[config.mk]
export PLATFORM = sky130hd
export DESIGN_NAME = ifetch_prefetch_rv32i
export DESIGN_NICKNAME = d
export VERILOG_FILES = /design/src/rtl/ifetch_prefetch_rv32i_pkg.sv /design/src/rtl/ifetch_prefetch_rv32i_fifo.sv /design/src/rtl/ifetch_prefetch_rv32i.sv
export SDC_FILE = /design/constraint.sdc
export NUM_CORES = 1
export LEC_CHECK = 0
export ABC_AREA = 1
export ABC_CLOCK_PERIOD_IN_PS = 6500
export CORE_UTILIZATION = 56
export DETAILED_ROUTE_END_ITERATION = 6
export PLACE_DENSITY_LB_ADDON = 0.2
export SLEW_MARGIN = 20
export SYNTH_ARGS = -nofsm -noshare
export SYNTH_HDL_FRONTEND = slang
export SYNTH_SLANG_ARGS = --single-unit
[constraint.sdc]
create_clock -name i_clock -period 6.5 [get_ports i_clock]
set_clock_uncertainty 0.15 [all_clocks]
set_input_delay 0.975 -clock i_clock [delete_from_list [all_inputs] [get_ports i_clock]]
set_output_delay 0.975 -clock i_clock [all_outputs]
set_load 0.02 [all_outputs]
[src/rtl/ifetch_prefetch_rv32i_pkg.sv]
// Shared types and constants for the RV32I instruction fetch front-end.
// No ports: this package is imported by ifetch_prefetch_rv32i and fifo users.
// Holds XLEN, the canonical NOP, the PC step, the fetch FSM state and FIFO entry layout.
package rv32i_ifetch_pkg;

  localparam int          XLEN      = 32;
  localparam logic [31:0] NOP_INSTR = 32'h0000_0013;
  localparam logic [31:0] PC_STEP   = 32'd4;

  typedef enum logic [1:0] {
    IDLE,
    WAIT,
    DISCARD
  } fetch_state_t;

  // One FIFO entry: instruction word in the upper half, its PC in the lower half.
  typedef struct packed {
    logic [XLEN-1:0] instr;
    logic [XLEN-1:0] pc;
  } fetch_entry_t;

  // Fetch addresses are always word aligned; low two bits are dropped.
  function automatic logic [XLEN-1:0] align_pc(input logic [XLEN-1:0] pc);
    return {pc[XLEN-1:2], 2'b00};
  endfunction

endpackage

[src/rtl/ifetch_prefetch_rv32i_fifo.sv]
// Purpose: generic synchronous FIFO (module fifo_sync_rv32i), registered storage, no bypass.
// Latency: a push in cycle N is visible at the head in cycle N+1.
// Backpressure: push while full and pop while empty are ignored; clear wins over push/pop.
// Ports: i_clock, i_reset (sync, active-high), i_push/i_push_dat, i_pop, i_clear,
//        o_head_dat, o_full, o_empty, o_count.
module fifo_sync_rv32i #(
  parameter int WIDTH = 64,
  parameter int DEPTH = 4
) (
  input  logic                           i_clock,
  input  logic                           i_reset,
  input  logic                           i_push,
  input  logic [WIDTH-1:0]               i_push_dat,
  input  logic                           i_pop,
  input  logic                           i_clear,
  output logic [WIDTH-1:0]               o_head_dat,
  output logic                           o_full,
  output logic                           o_empty,
  output logic [$clog2(DEPTH+1)-1:0]     o_count
);

  localparam int AW = $clog2(DEPTH);
  localparam int CW = $clog2(DEPTH+1);

  logic [WIDTH-1:0] r_mem [DEPTH];
  logic [AW-1:0]    r_wr_ptr;
  logic [AW-1:0]    r_rd_ptr;
  logic [CW-1:0]    r_count;
  logic             w_push;
  logic             w_pop;

  assign o_full     = (r_count == CW'(DEPTH));
  assign o_empty    = (r_count == '0);
  assign o_count    = r_count;
  assign o_head_dat = r_mem[r_rd_ptr];
  assign w_push     = i_push & ~o_full;
  assign w_pop      = i_pop & ~o_empty;

  // Storage carries no reset; validity is tracked by the count alone.
  always_ff @(posedge i_clock) begin
    if (w_push) begin
      r_mem[r_wr_ptr] <= i_push_dat;
    end
  end

  always_ff @(posedge i_clock) begin
    if (i_reset || i_clear) begin
      r_wr_ptr <= '0;
      r_rd_ptr <= '0;
      r_count  <= '0;
    end else begin
      if (w_push) r_wr_ptr <= r_wr_ptr + AW'(1);
      if (w_pop)  r_rd_ptr <= r_rd_ptr + AW'(1);
      case ({w_push, w_pop})
        2'b10:   r_count <= r_count + CW'(1);
        2'b01:   r_count <= r_count - CW'(1);
        default: r_count <= r_count;
      endcase
    end
  end

endmodule

[src/rtl/ifetch_prefetch_rv32i.sv]
// Purpose: RV32I fetch front-end; req/ack instruction memory -> FIFO -> valid/ready to the core.
// Latency: imem ack in cycle N gives o_instr_valid in cycle N+1; redirect empties the FIFO next cycle.
// Backpressure: a new fetch is only issued while the FIFO has room after this cycle's pop.
// Ports: i_clock, i_reset; o_imem_req/o_imem_addr/i_imem_ack/i_imem_rdata (memory side);
//        o_instr_valid/o_instr/o_instr_pc/i_core_ready (core side); i_redirect/i_redirect_pc;
//        o_fifo_count. With IFETCH_PERF_EN defined: o_perf_starve_cnt, o_perf_flush_cnt.
module ifetch_prefetch_rv32i
  import rv32i_ifetch_pkg::*;
#(
  parameter int              DEPTH    = 4,
  parameter logic [XLEN-1:0] RESET_PC = 32'h0000_0000
) (
  input  logic                        i_clock,
  input  logic                        i_reset,
  output logic                        o_imem_req,
  output logic [XLEN-1:0]             o_imem_addr,
  input  logic                        i_imem_ack,
  input  logic [XLEN-1:0]             i_imem_rdata,
  input  logic                        i_core_ready,
  output logic                        o_instr_valid,
  output logic [XLEN-1:0]             o_instr,
  output logic [XLEN-1:0]             o_instr_pc,
  input  logic                        i_redirect,
  input  logic [XLEN-1:0]             i_redirect_pc,
  output logic [$clog2(DEPTH+1)-1:0]  o_fifo_count
`ifdef IFETCH_PERF_EN
  ,
  output logic [31:0]                 o_perf_starve_cnt,
  output logic [31:0]                 o_perf_flush_cnt
`endif
);

  localparam int          CW      = $clog2(DEPTH+1);
  localparam logic [CW:0] DEPTH_V = (CW+1)'(DEPTH);

  fetch_state_t    r_state;
  logic            r_req;
  logic [XLEN-1:0] r_addr;
  logic [XLEN-1:0] r_fetch_pc;   // next address to request; holds redirect target during DISCARD

  fetch_entry_t    w_head;
  fetch_entry_t    w_push_dat;
  logic            w_push;
  logic            w_pop;
  logic            w_full;
  logic            w_empty;
  logic [CW-1:0]   w_count;
  logic [CW:0]     w_after_pop;
  logic [CW:0]     w_after_push;
  logic [XLEN-1:0] w_next_pc;
  logic [XLEN-1:0] w_redirect_pc;

  assign w_redirect_pc = align_pc(i_redirect_pc);
  assign w_next_pc     = r_addr + PC_STEP;        // wraps modulo 2^32
  assign w_pop         = ~w_empty & i_core_ready;
  // Redirect beats push: data acked in the redirect cycle belongs to the old path.
  assign w_push        = (r_state == WAIT) & i_imem_ack & ~i_redirect & ~w_full;
  assign w_push_dat    = '{instr: i_imem_rdata, pc: r_addr};

  // Occupancy as seen after this cycle's pop (and push); one extra bit avoids wrap.
  assign w_after_pop  = {1'b0, w_count} - {{CW{1'b0}}, w_pop};
  assign w_after_push = w_after_pop + {{CW{1'b0}}, w_push};

  fifo_sync_rv32i #(
    .WIDTH (2*XLEN),
    .DEPTH (DEPTH)
  ) u_fifo (
    .i_clock    (i_clock),
    .i_reset    (i_reset),
    .i_push     (w_push),
    .i_push_dat (w_push_dat),
    .i_pop      (w_pop),
    .i_clear    (i_redirect),
    .o_head_dat (w_head),
    .o_full     (w_full),
    .o_empty    (w_empty),
    .o_count    (w_count)
  );

  assign o_imem_req    = r_req;
  assign o_imem_addr   = r_addr;
  assign o_instr_valid = ~w_empty;
  assign o_instr       = w_empty ? NOP_INSTR : w_head.instr;
  assign o_instr_pc    = w_empty ? '0 : w_head.pc;
  assign o_fifo_count  = w_count;

  always_ff @(posedge i_clock) begin
    if (i_reset) begin
      r_state    <= IDLE;
      r_req      <= 1'b0;
      r_addr     <= RESET_PC;
      r_fetch_pc <= RESET_PC;
    end else begin
      case (r_state)
        IDLE: begin
          // Late acks are ignored here; a redirect only retargets, the request follows later.
          if (i_redirect) begin
            r_fetch_pc <= w_redirect_pc;
          end else if (w_after_pop < DEPTH_V) begin
            r_state <= WAIT;
            r_req   <= 1'b1;
            r_addr  <= r_fetch_pc;
          end
        end
        WAIT: begin
          if (i_imem_ack) begin
            if (i_redirect) begin
              r_fetch_pc <= w_redirect_pc;
              r_state    <= IDLE;
              r_req      <= 1'b0;
            end else begin
              r_fetch_pc <= w_next_pc;
              if (w_after_push < DEPTH_V) begin
                r_addr <= w_next_pc;     // back-to-back: req stays high
              end else begin
                r_state <= IDLE;
                r_req   <= 1'b0;
              end
            end
          end else if (i_redirect) begin
            // Keep the stale address on the bus until its ack retires it.
            r_state    <= DISCARD;
            r_fetch_pc <= w_redirect_pc;
          end
        end
        DISCARD: begin
          if (i_redirect) r_fetch_pc <= w_redirect_pc;
          if (i_imem_ack) begin
            r_state <= IDLE;
            r_req   <= 1'b0;
          end
        end
        default: begin
          r_state <= IDLE;
          r_req   <= 1'b0;
        end
      endcase
    end
  end

`ifdef IFETCH_PERF_EN
  logic [31:0] r_perf_starve;
  logic [31:0] r_perf_flush;

  always_ff @(posedge i_clock) begin
    if (i_reset) begin
      r_perf_starve <= '0;
      r_perf_flush  <= '0;
    end else begin
      if (i_core_ready && !o_instr_valid && (r_perf_starve != '1)) r_perf_starve <= r_perf_starve + 32'd1;
      if (i_redirect && (r_perf_flush != '1))                      r_perf_flush  <= r_perf_flush + 32'd1;
    end
  end

  assign o_perf_starve_cnt = r_perf_starve;
  assign o_perf_flush_cnt  = r_perf_flush;
`endif

endmodule
Word-level counts from Yosys, hierarchy flattened. Memories as Yosys holds them, arrays and structs flattened. A register that Yosys moved wholly into a read port is not among the register bits. Index checks and enable logic that the tools add are counted.

Memory bits (read-only): 0. Latch bits: 0. Memories: 1. Register bits: 74. Input bits: 69. RAM bits: 256. Output and inout bits: 101. Word-level logic and storage cells: 81.

Bitwise operators: 9. $add $sub $neg: 7. Shifts and indexed selects: 0. Equality and inequality tests: 13. Multiplexer cells: 32. Div/mod/pow operators: 0. $mul: 0. Magnitude comparators: 2. Reduce and logical (&&, ||, !) cells: 10.

Memory list: u_fifo.r_mem (depth 4, width 64, rd ports 1, clocked after Yosys merged registers in 1, write ports 1, RTL line ifetch_prefetch_rv32i_fifo.sv:25) `logic [WIDTH-1:0] r_mem [DEPTH];`.

Operators with widths (count): 32-bit 2-to-1 mux (10); 32-bit case mux with 2 select lines (2); 32-bit by 3-bit adder with 32-bit output, second input constant (1); 2-bit 2-to-1 mux (9); 2-bit != test, second input constant (5); 5-bit AND reduction (2); 4-bit by 3-bit < comparator with 1-bit output, second input constant (2); 1-bit 2-to-1 mux (8); 1-bit AND (6); 3-bit != test, second input constant (2); 2-bit case mux with 3 select lines (1); 3-bit case mux with 2 select lines (1); 6-bit AND reduction (1); 2-bit nonzero test (3); 2-bit by 1-bit adder with 2-bit output, second input constant (2); 4-bit by 1-bit adder with 4-bit output (1); 2-bit by 1-bit equality test with 1-bit output, second input constant (2); 2-bit equality test, second input constant (2); 3-bit by 1-bit subtractor with 4-bit output (1); 3-bit by 1-bit adder with 3-bit output, second input constant (1); 3-bit equality test, second input constant (1); 3-bit zero test (1); 1-bit NOT (3); 1-bit case mux with 3 select lines (1); other kinds (5) (5).

Longest topological paths before layout. Gate-level depths: netlist (run 1).

Depth in word-level cells: 10. Mapped depth: 18. Mapped depth without buffers: 17.

By module. A second synthesis (run 1) with hierarchy kept.

Cell total of the unflattened synthesis: 1555. Area total of the unflattened synthesis: 14805.4 sq um.

Modules (own cells, without submodules): fifo_sync_rv32i (area each 9985.8 sq um, cells each 691, seq. area each 7867.5 sq um, instances 1); ifetch_prefetch_rv32i (area each 4819.6 sq um, cells each 864, seq. area each 1341.3 sq um, instances 1).

Worst setup path before layout (run 1). OpenSTA, ideal clock, no wires.

Path type: input port to flip-flop. Start: input port i_imem_ack. End: memory u_fifo.r_mem[0][0], enable pin. Path slack: 1.632 ns. Arrival time: 4.232 ns. Library setup time: 0.487 ns. Data required time: 5.863 ns. Buffers on the path: 0. Cell stages on the path: 6. Cell sequence: nand2_4 nor2_8 nand2_2 nor2_4 clkinv_1 nor2_1.

Cells in the longest elaborated chain, start to end: 6.

RTL lines: start: declaration (RTL line ifetch_prefetch_rv32i.sv:17) `input logic i_imem_ack,`; 1-bit AND (3 in series) (RTL line ifetch_prefetch_rv32i.sv:57) `assign w_push = (r_state == WAIT) & i_imem_ack & ~i_redirect & ~w_full;`; 1-bit AND (RTL line ifetch_prefetch_rv32i_fifo.sv:36) `assign w_push = i_push & ~o_full;`; 1-bit 2-to-1 mux (RTL line ifetch_prefetch_rv32i_fifo.sv:41) `if (w_push) begin`; 1-bit 2-to-1 mux (not written as such) (RTL line ifetch_prefetch_rv32i_fifo.sv:42) `r_mem[r_wr_ptr] <= i_push_dat;`; end: declaration (RTL line ifetch_prefetch_rv32i_fifo.sv:25).

No other way between the ends.

==> summary.md, run 1 <==
| Metric | Value |
|---|---|
| Critical path launch point type | `flop` |
| Post-synth EDFFs | `around 260` |
| Crit path DAT | `around 3800 ps` |
| CP max stage cell | `clkinv_2` |
| Die W | `164 um` |
| Initial core utilization | `between 50% and 60%` |
| Die area | `between 20000 and 30000 sq um` |
| Die H | `approximately 160 um` |
| Worst setup margin | `~1600 ps` |
| Nets@finish | `1785` |
| Via count | `11.3k` |
| Final setup viols | `0` |
| Max Cap Viol | `0` |
| Mapped Cells | `between 1.5k and 2k` |
| Crit path buf inv count | `3` |
| Critical Path End Type | `output port` |
| Mean routed wirelength per cell | `16.9 um` |
| Number of I/O port buffers | `167` |
| Overall routing resource usage | `26.1%` |
| Ys async rst share | `0%` |
| DRT Pass-1 Iters | `5` |
| Post-Layout Cell Count | `a little over 2k` |
| Run status | `completed` |
| Synth warn | `0` |
| Placeable Area | `25400 sq um` |
| Post-CTS sizing | `0` |
| CTS max path bufs | `3` |
| Fmax | `about 0.2 GHz` |
| Maximum VDD drop | `about 0.18 mV` |
| Worst Tran Pin Value | `approximately 1100 ps` |
| Critical-path cell list | `clkinv_2, buf_4, o21ai_0, a21oi_1, clkdlybuf4s50_1` |
| Placed Cells incl. Taps | `2001` |
| Pin count of the biggest net entering global routing | `70` |
| Routed Antenna Nets | `0` |
| Worst hold path type | `reg2reg` |
| Slowest Stage Delay on Critical Path | `approximately 860 ps` |
| Unrepaired setup endpoints after global routing | `no` |
| Syn avg cell area | `approximately 9.3 sq um` |
| Initial detailed-routing violation count | `877` |
| Routability Congestion | `around 0.93` |
| DP Worst Slack | `about 2100 ps` |
| Synth Cell Area | `between 10000 and 15000 sq um` |
| Period utilization | `75.4%` |
| Grt total ovfl | `0` |
| # hold bufs at CTS | `0` |
| Final Hold Fails | `0` |
| Vias/cell | `roughly 5.5` |
| Fillcell total | `1899` |
| Layout area overhead | `20.3%` |
| WS Path Type | `reg2out` |
| Min Tclk post-route | `between 4000 and 5000 ps` |
| PD cells | `roughly 290 nW/um^2` |
| Yosys cell types | `41` |
| Placed Instance Area | `16500 sq um` |
| Synth Register Bits | `~330` |
| IO Pins | `between 150 and 200` |
| CTS tree | `yes` |
| Storage element area | `about 9000 sq um` |
| Sum Neg Setup Slack | `0 ps` |
| Delay-heaviest family, CP | `buffers and inverters` |
| Final Cell Area | `between 15000 and 20000 sq um` |
| Sink Count | `around 330` |
| Slew Limit Fails | `0` |
| Leakage power | `about 0.0064 uW` |
| Initial antenna violation count | `0` |
| Crit-path max FO | `69` |
| Clk root buf | `clkbuf_16` |
| CTS clk-pin slew, worst paths | `60 ps` |
| WL final | `about 35000 um` |
| Top FF cell, synth | `edfxtp_1` |
| First-pass GRT wire length | `about 54000 um` |
| H-tree levels | `2` |
| Num CTS Buffers | `34` |
| Critical path required time | `around 5400 ps` |
| DRC viols | `0` |
| DP HPWL | `approximately 21000 um` |
| Site Rows | `just under 60` |
| Vias in the first global route | `approximately 10k` |
| Antenna diodes | `0` |
| Seq/Total Area, Yosys | `~63%` |
| Multi-input gate area | `a little under 5000 sq um` |
| Slew headroom | `27.2%` |
| Setup bufs post-CTS | `0` |
| Worst-Skew Late Latency | `just over 500 ps` |
| Share of layout cells above drive strength 1 | `approximately 4.8%` |
| Synth Net Count | `between 1.5k and 2k` |
-- per-stage QoR --
step	power (uW)	hold WS, ps	util [%]
2_1_floorplan	2920	280	-
3_3_place_gp	3190	285	65.1
3_5_place_dp	3210	289	65.1
4_1_cts	5050	303	69.3
5_1_grt	5220	331	69.3
6_report	5030	299	69.3
-- worst reg2reg max path: stages, from the launching register on --
cell	delay [ps]
dfxtp_1	330
inv_1	130
nand2_1	140
nor2_4	130
inv_1	130
nand2_1	120
inv_1	60
ha_1	190
ha_1	210
xnor2_1	170
o21ai_0	140
nor2_1	120
nand2_1	190
o21ai_1	130
buf_4	230
nand2_4	310
inv_1	250
nor2_1	60
nor2_1	120
-- cell families (layout without fill, tap and decap cells) --
kind of cell               Yosys count  in the layout  share of synthesized area [%]
muxes                                2              2                          0.137
AOI/OAI and AO/OA                  307            307                           10.9
buffers and inverters              157            319                           4.28
and+or+nand+nor                    746            746                           20.0
xor gates and xnor gates            15             15                          0.898
DFF                                332            332                           63.0
adders and majority gates            9              9                          0.821
-- layer usage --
metal	global-route usage [%]	up-vias	wire length, um
li1	-	5538	-
met1	34.1	5182	14500
met2	44.2	475	16800
met3	3.58	66	2540
met4	9.97	0	1100
met5	0	-	0
-- cells in the mapped netlist (2+ instances only) --
library cell    n  area share (%)
buf_1           8            0.21
buf_6           2            0.15
o311ai_0        3            0.18
inv_1          72             1.8
a211oi_1        2            0.10
nand2_2         2           0.086
mux2i_1         2            0.14
inv_2           2           0.051
nand2_1       298             7.6
dfxtp_1        76              10
nand2_4         2            0.15
a31oi_1         5            0.21
buf_4           3            0.15
clkinv_1        3           0.077
o211ai_1        5            0.26
clkbuf_1       59             1.5
o22ai_1         4            0.17
nand3_1        40             1.4
nand3b_1        2            0.10
o221ai_1        2            0.12
nor3_1          4            0.14
buf_2           8            0.27
a21oi_1       118             4.0
nand4_1         3            0.13
o21ai_0       162             5.5
xor2_1         14            0.84
edfxtp_1      256              53
nor2_1        391              10
ha_1            8            0.68
-- report_power, final --
part | switching, uW | internal [uW] | total (uW)
clock network | 773 | 1090 | 1860
registers | 134 | 2400 | 2530
logic | 392 | 251 | 643
total | 1300 | 3730 | 5030
-- state kept, by name, summed over array words and instances (netlist names), named ones only --
register and cells:
o_imem_addr 32, u_fifo.o_count 3, r_fetch_pc 32, u_fifo.r_wr_ptr 2
u_fifo.r_mem 256, r_state 2, u_fifo.r_rd_ptr 2, o_imem_req 1
-- cells in the final DEF (no fill, tap or decap), types with 3 or more instances in the layout --
cell type and count:
nor2_1 385, nand2_1 298, edfxtp_1 256, clkdlybuf4s50_1 167, o21ai_0 162, a21oi_1 118, dfxtp_1 74, inv_1 71
nand3_1 40, clkbuf_16 35, buf_4 16, xor2_1 14, ha_1 8, clkbuf_1 8, clkinv_1 6, nor2_4 6
clkinv_2 6, o211ai_1 5, a31oi_1 5, o22ai_1 4, nor3_1 4, nand4_1 3, o311ai_0 3
-- layout make-up --
cell class / count / area share [%]
Multi-Input combinational cell: 1079 / 27.4
Clock inverter: 15 / 0.803
Inverter: 77 / 1.65
Timing Repair Buffer: 183 / 10.2
Tap cell: 330 / 2.35
Clock buffer: 44 / 5.23
Sequential cell: 332 / 52.4
-- final timing paths --
check                                      start                          end  slack (ps)  depth (start not counted)
hold reg to reg          o_imem_req$_SDFFE_PP0P_      o_imem_req$_SDFFE_PP0P_         300                          2
setup / recovery                            flop                  o_instr[28]        1600                          5
setup reg to reg  u_fifo.o_count[1]$_SDFFE_PP0P_  o_imem_addr[2]$_SDFFE_PP0P_        3140                         18
hold / removal           o_imem_req$_SDFFE_PP0P_      o_imem_req$_SDFFE_PP0P_         300                          2
(Power assumes the default switching activity.)
==> inputs of run 2 (changes only) <==
--- a/config.mk
+++ b/config.mk
@@ -6,7 +6,7 @@
 export NUM_CORES = 1
 export LEC_CHECK = 0
 export ABC_AREA = 1
-export ABC_CLOCK_PERIOD_IN_PS = 6500
+export ABC_CLOCK_PERIOD_IN_PS = 4780
 export CORE_UTILIZATION = 56
 export DETAILED_ROUTE_END_ITERATION = 6
 export PLACE_DENSITY_LB_ADDON = 0.2
==> constraint.sdc (replaced) <==
create_clock -name i_clock -period 4.78 [get_ports i_clock]
set_clock_uncertainty 0.15 [all_clocks]
set_input_delay 0.717 -clock i_clock [delete_from_list [all_inputs] [get_ports i_clock]]
set_output_delay 0.717 -clock i_clock [all_outputs]
set_load 0.02 [all_outputs]
==> summary.md, run 2 (synthesis results as in run 1) <==
| Metric | Value |
|---|---|
| Run status | `completed` |
| Layout area overhead | `22.4%` |
| Max Cap Viol | `0 (unchanged)` |
| Leading cell types in the layout, fill and taps excluded | `386 x nor2_1, 298 x nand2_1, 256 x edfxtp_1, 167 x clkdlybuf4s50_1, 162 x o21ai_0` |
| Unrepaired setup endpoints after global routing | `no` |
| Setup bufs post-CTS | `0 (unchanged)` |
| Clk root buf | `clkbuf_16` |
| Final setup viols | `0 (unchanged)` |
| Critical Path End Type | `output port` |
| Via count | `11.4k (+1.5%)` |
| R2R Path End | `o_imem_addr[2]$_SDFFE_PP0P_` |
| Vias in the first global route | `10.7k (+2.4%)` |
| Commonest non-fill, non-tap cell in the layout | `nor2_1` |
| Initial core utilization | `57.6% (unchanged)` |
| Initial antenna violation count | `0 (unchanged)` |
| Vias/cell | `5.53 (+1.1%)` |
| First-pass GRT wire length | `55800 um (+3.5%)` |
| CTS tree | `yes` |
| Initial detailed-routing violation count | `937 (+6.8%)` |
| Grt total ovfl | `0 (unchanged)` |
| Placed Cells incl. Taps | `2006 (+0.25%)` |
| Final Hold Fails | `0 (unchanged)` |
| CTS max path bufs | `3 (unchanged)` |
| DP HPWL | `21900 um (+2.9%)` |
| Crit-path max FO | `84 (+22%)` |
| Slew headroom | `35.3% (+8.1 points)` |
| Sum Neg Setup Slack | `0 ps (unchanged)` |
| Critical path launch point type | `flop` |
| FF-to-FF path depth | `18 (unchanged)` |
| Die H | `164 um (unchanged)` |
| Worst-Skew Late Latency | `510 ps (about the same)` |
| Max reg flops | `256 (unchanged)` |
| IO Pins | `170 (unchanged)` |
| Routability Congestion | `0.934 (+0.93%)` |
| PD cells | `398 nW/um^2 (+39%)` |
| Critical R2R Launch | `u_fifo.o_count[1]$_SDFFE_PP0P_` |
| Placeable Area | `25400 sq um (unchanged)` |
| Min Tclk post-route | `3640 ps` |
| Slew Limit Fails | `0 (unchanged)` |
| H-tree levels | `2 (unchanged)` |
| # hold bufs at CTS | `0 (unchanged)` |
| Mean routed wirelength per cell | `17.3 um (+2.2%)` |
| CTS clk-pin slew, worst paths | `60 ps (about the same)` |
| Critical path required time | `3910 ps (-1460 ps)` |
| Share of layout cells above drive strength 1 | `5.29% (+0.49 points)` |
| Overall routing resource usage | `27.0% (+0.93 points)` |
| Worst reg2reg setup slack | `1360 ps (-1780 ps)` |
| Maximum VDD drop | `0.340 mV (+93%)` |
| Fmax | `between 0.2 and 0.3 GHz` |
| WS Path Type | `reg2out` |
| Worst setup endpoint | `o_instr_pc[8]` |
| DRC viols | `0 (unchanged)` |
| Leakage power | `0.00654 uW (+1.9%)` |
| Number of I/O port buffers | `167 (unchanged)` |
| Largest Register | `u_fifo.r_mem` |
| Worst hold path type | `reg2reg` |
| Pin count of the biggest net entering global routing | `85 (+21%)` |
| Period utilization | `about three quarters` |
| Site Rows | `58 (unchanged)` |
| Die W | `164 um (unchanged)` |
| Nets@finish | `1791 (+0.34%)` |
| Post-Layout Cell Count | `2069 (+0.44%)` |
| Worst Tran Pin Value | `968 ps (-120 ps)` |
| Routed Antenna Nets | `0 (unchanged)` |
| Sink Count | `332 (unchanged)` |
| Post-CTS sizing | `0 (unchanged)` |
| DRT Pass-1 Iters | `5 (unchanged)` |
| Die area | `26800 sq um (unchanged)` |
| Antenna diodes | `0 (unchanged)` |
| Fillcell total | `1890 (-0.47%)` |
| Num CTS Buffers | `35 (+2.9%)` |
| Crit path DAT | `2770 ps (-1010 ps)` |
| WL final | `35800 um (+2.6%)` |
## run 2: worst max-delay path, cell delays in order, from the launching register on
cell and delay [ps]:
dfxtp_4 370, clkinv_2 450, buf_12 420, o21ai_0 260, a21oi_1 140, clkdlybuf4s50_1 590
## run 2: worst min path at each step
stage,start,to,slack [ps],depth (start not counted)
2_1_floorplan,r_fetch_pc[0]$_SDFFE_PP0P_,o_imem_addr[0]$_SDFFE_PP0P_,280,2
3_3_place_gp,o_imem_req$_SDFFE_PP0P_,o_imem_req$_SDFFE_PP0P_,280,2
3_5_place_dp,o_imem_req$_SDFFE_PP0P_,o_imem_req$_SDFFE_PP0P_,290,2
4_1_cts,o_imem_req$_SDFFE_PP0P_,o_imem_req$_SDFFE_PP0P_,300,2
5_1_grt,r_fetch_pc[0]$_SDFFE_PP0P_,o_imem_addr[0]$_SDFFE_PP0P_,330,2
6_report,o_imem_req$_SDFFE_PP0P_,o_imem_req$_SDFFE_PP0P_,290,2
## run 2: stage by stage
| step | cell area [sq um] | total power (uW) | hold slack [ps] | worst slack, ps | util [%] |
|---|---|---|---|---|---|
| 5_1_grt | 17900 | 7370 | 333 | 958 | 70.5 |
| 4_1_cts | 17900 | 7130 | 302 | 1120 | 70.5 |
| 2_1_floorplan | 14600 | 3980 | 280 | 170 | - |
| 6_report | 17900 | 7120 | 294 | 1140 | 70.5 |
| 3_5_place_dp | 16700 | 4370 | 290 | 1150 | 65.7 |
| 3_3_place_gp | 16700 | 4350 | 284 | 1190 | 65.7 |
## run 2: per-layer routing
| layer | GRT usage (%) | routed length, um | up-vias |
|---|---|---|---|
| met4 | 9.39 | 1030 | 0 |
| met3 | 3.94 | 2770 | 73 |
| met5 | 0 | 0 | - |
| li1 | - | - | 5555 |
| met2 | 45.5 | 17200 | 477 |
| met1 | 35.8 | 14800 | 5330 |
## run 2: report_power, final
part           leakage [uW]  switching [uW]  internal (uW)
clock network      0.000578            1070           1720
registers           0.00296             188           3260
logic               0.00301             536            346
total               0.00654            1800           5320
## run 2: layout make-up
cell class | count | area [sq um] | share of cell area, %
Timing Repair Buffer | 188 | 1950 | 10.9
Inverter | 77 | 290 | 1.62
Tap cell | 330 | 413 | 2.31
Multi-Input combinational cell | 1079 | 4830 | 27.0
Sequential cell | 332 | 9210 | 51.5
Clock buffer | 45 | 976 | 5.45
Clock inverter | 18 | 221 | 1.24
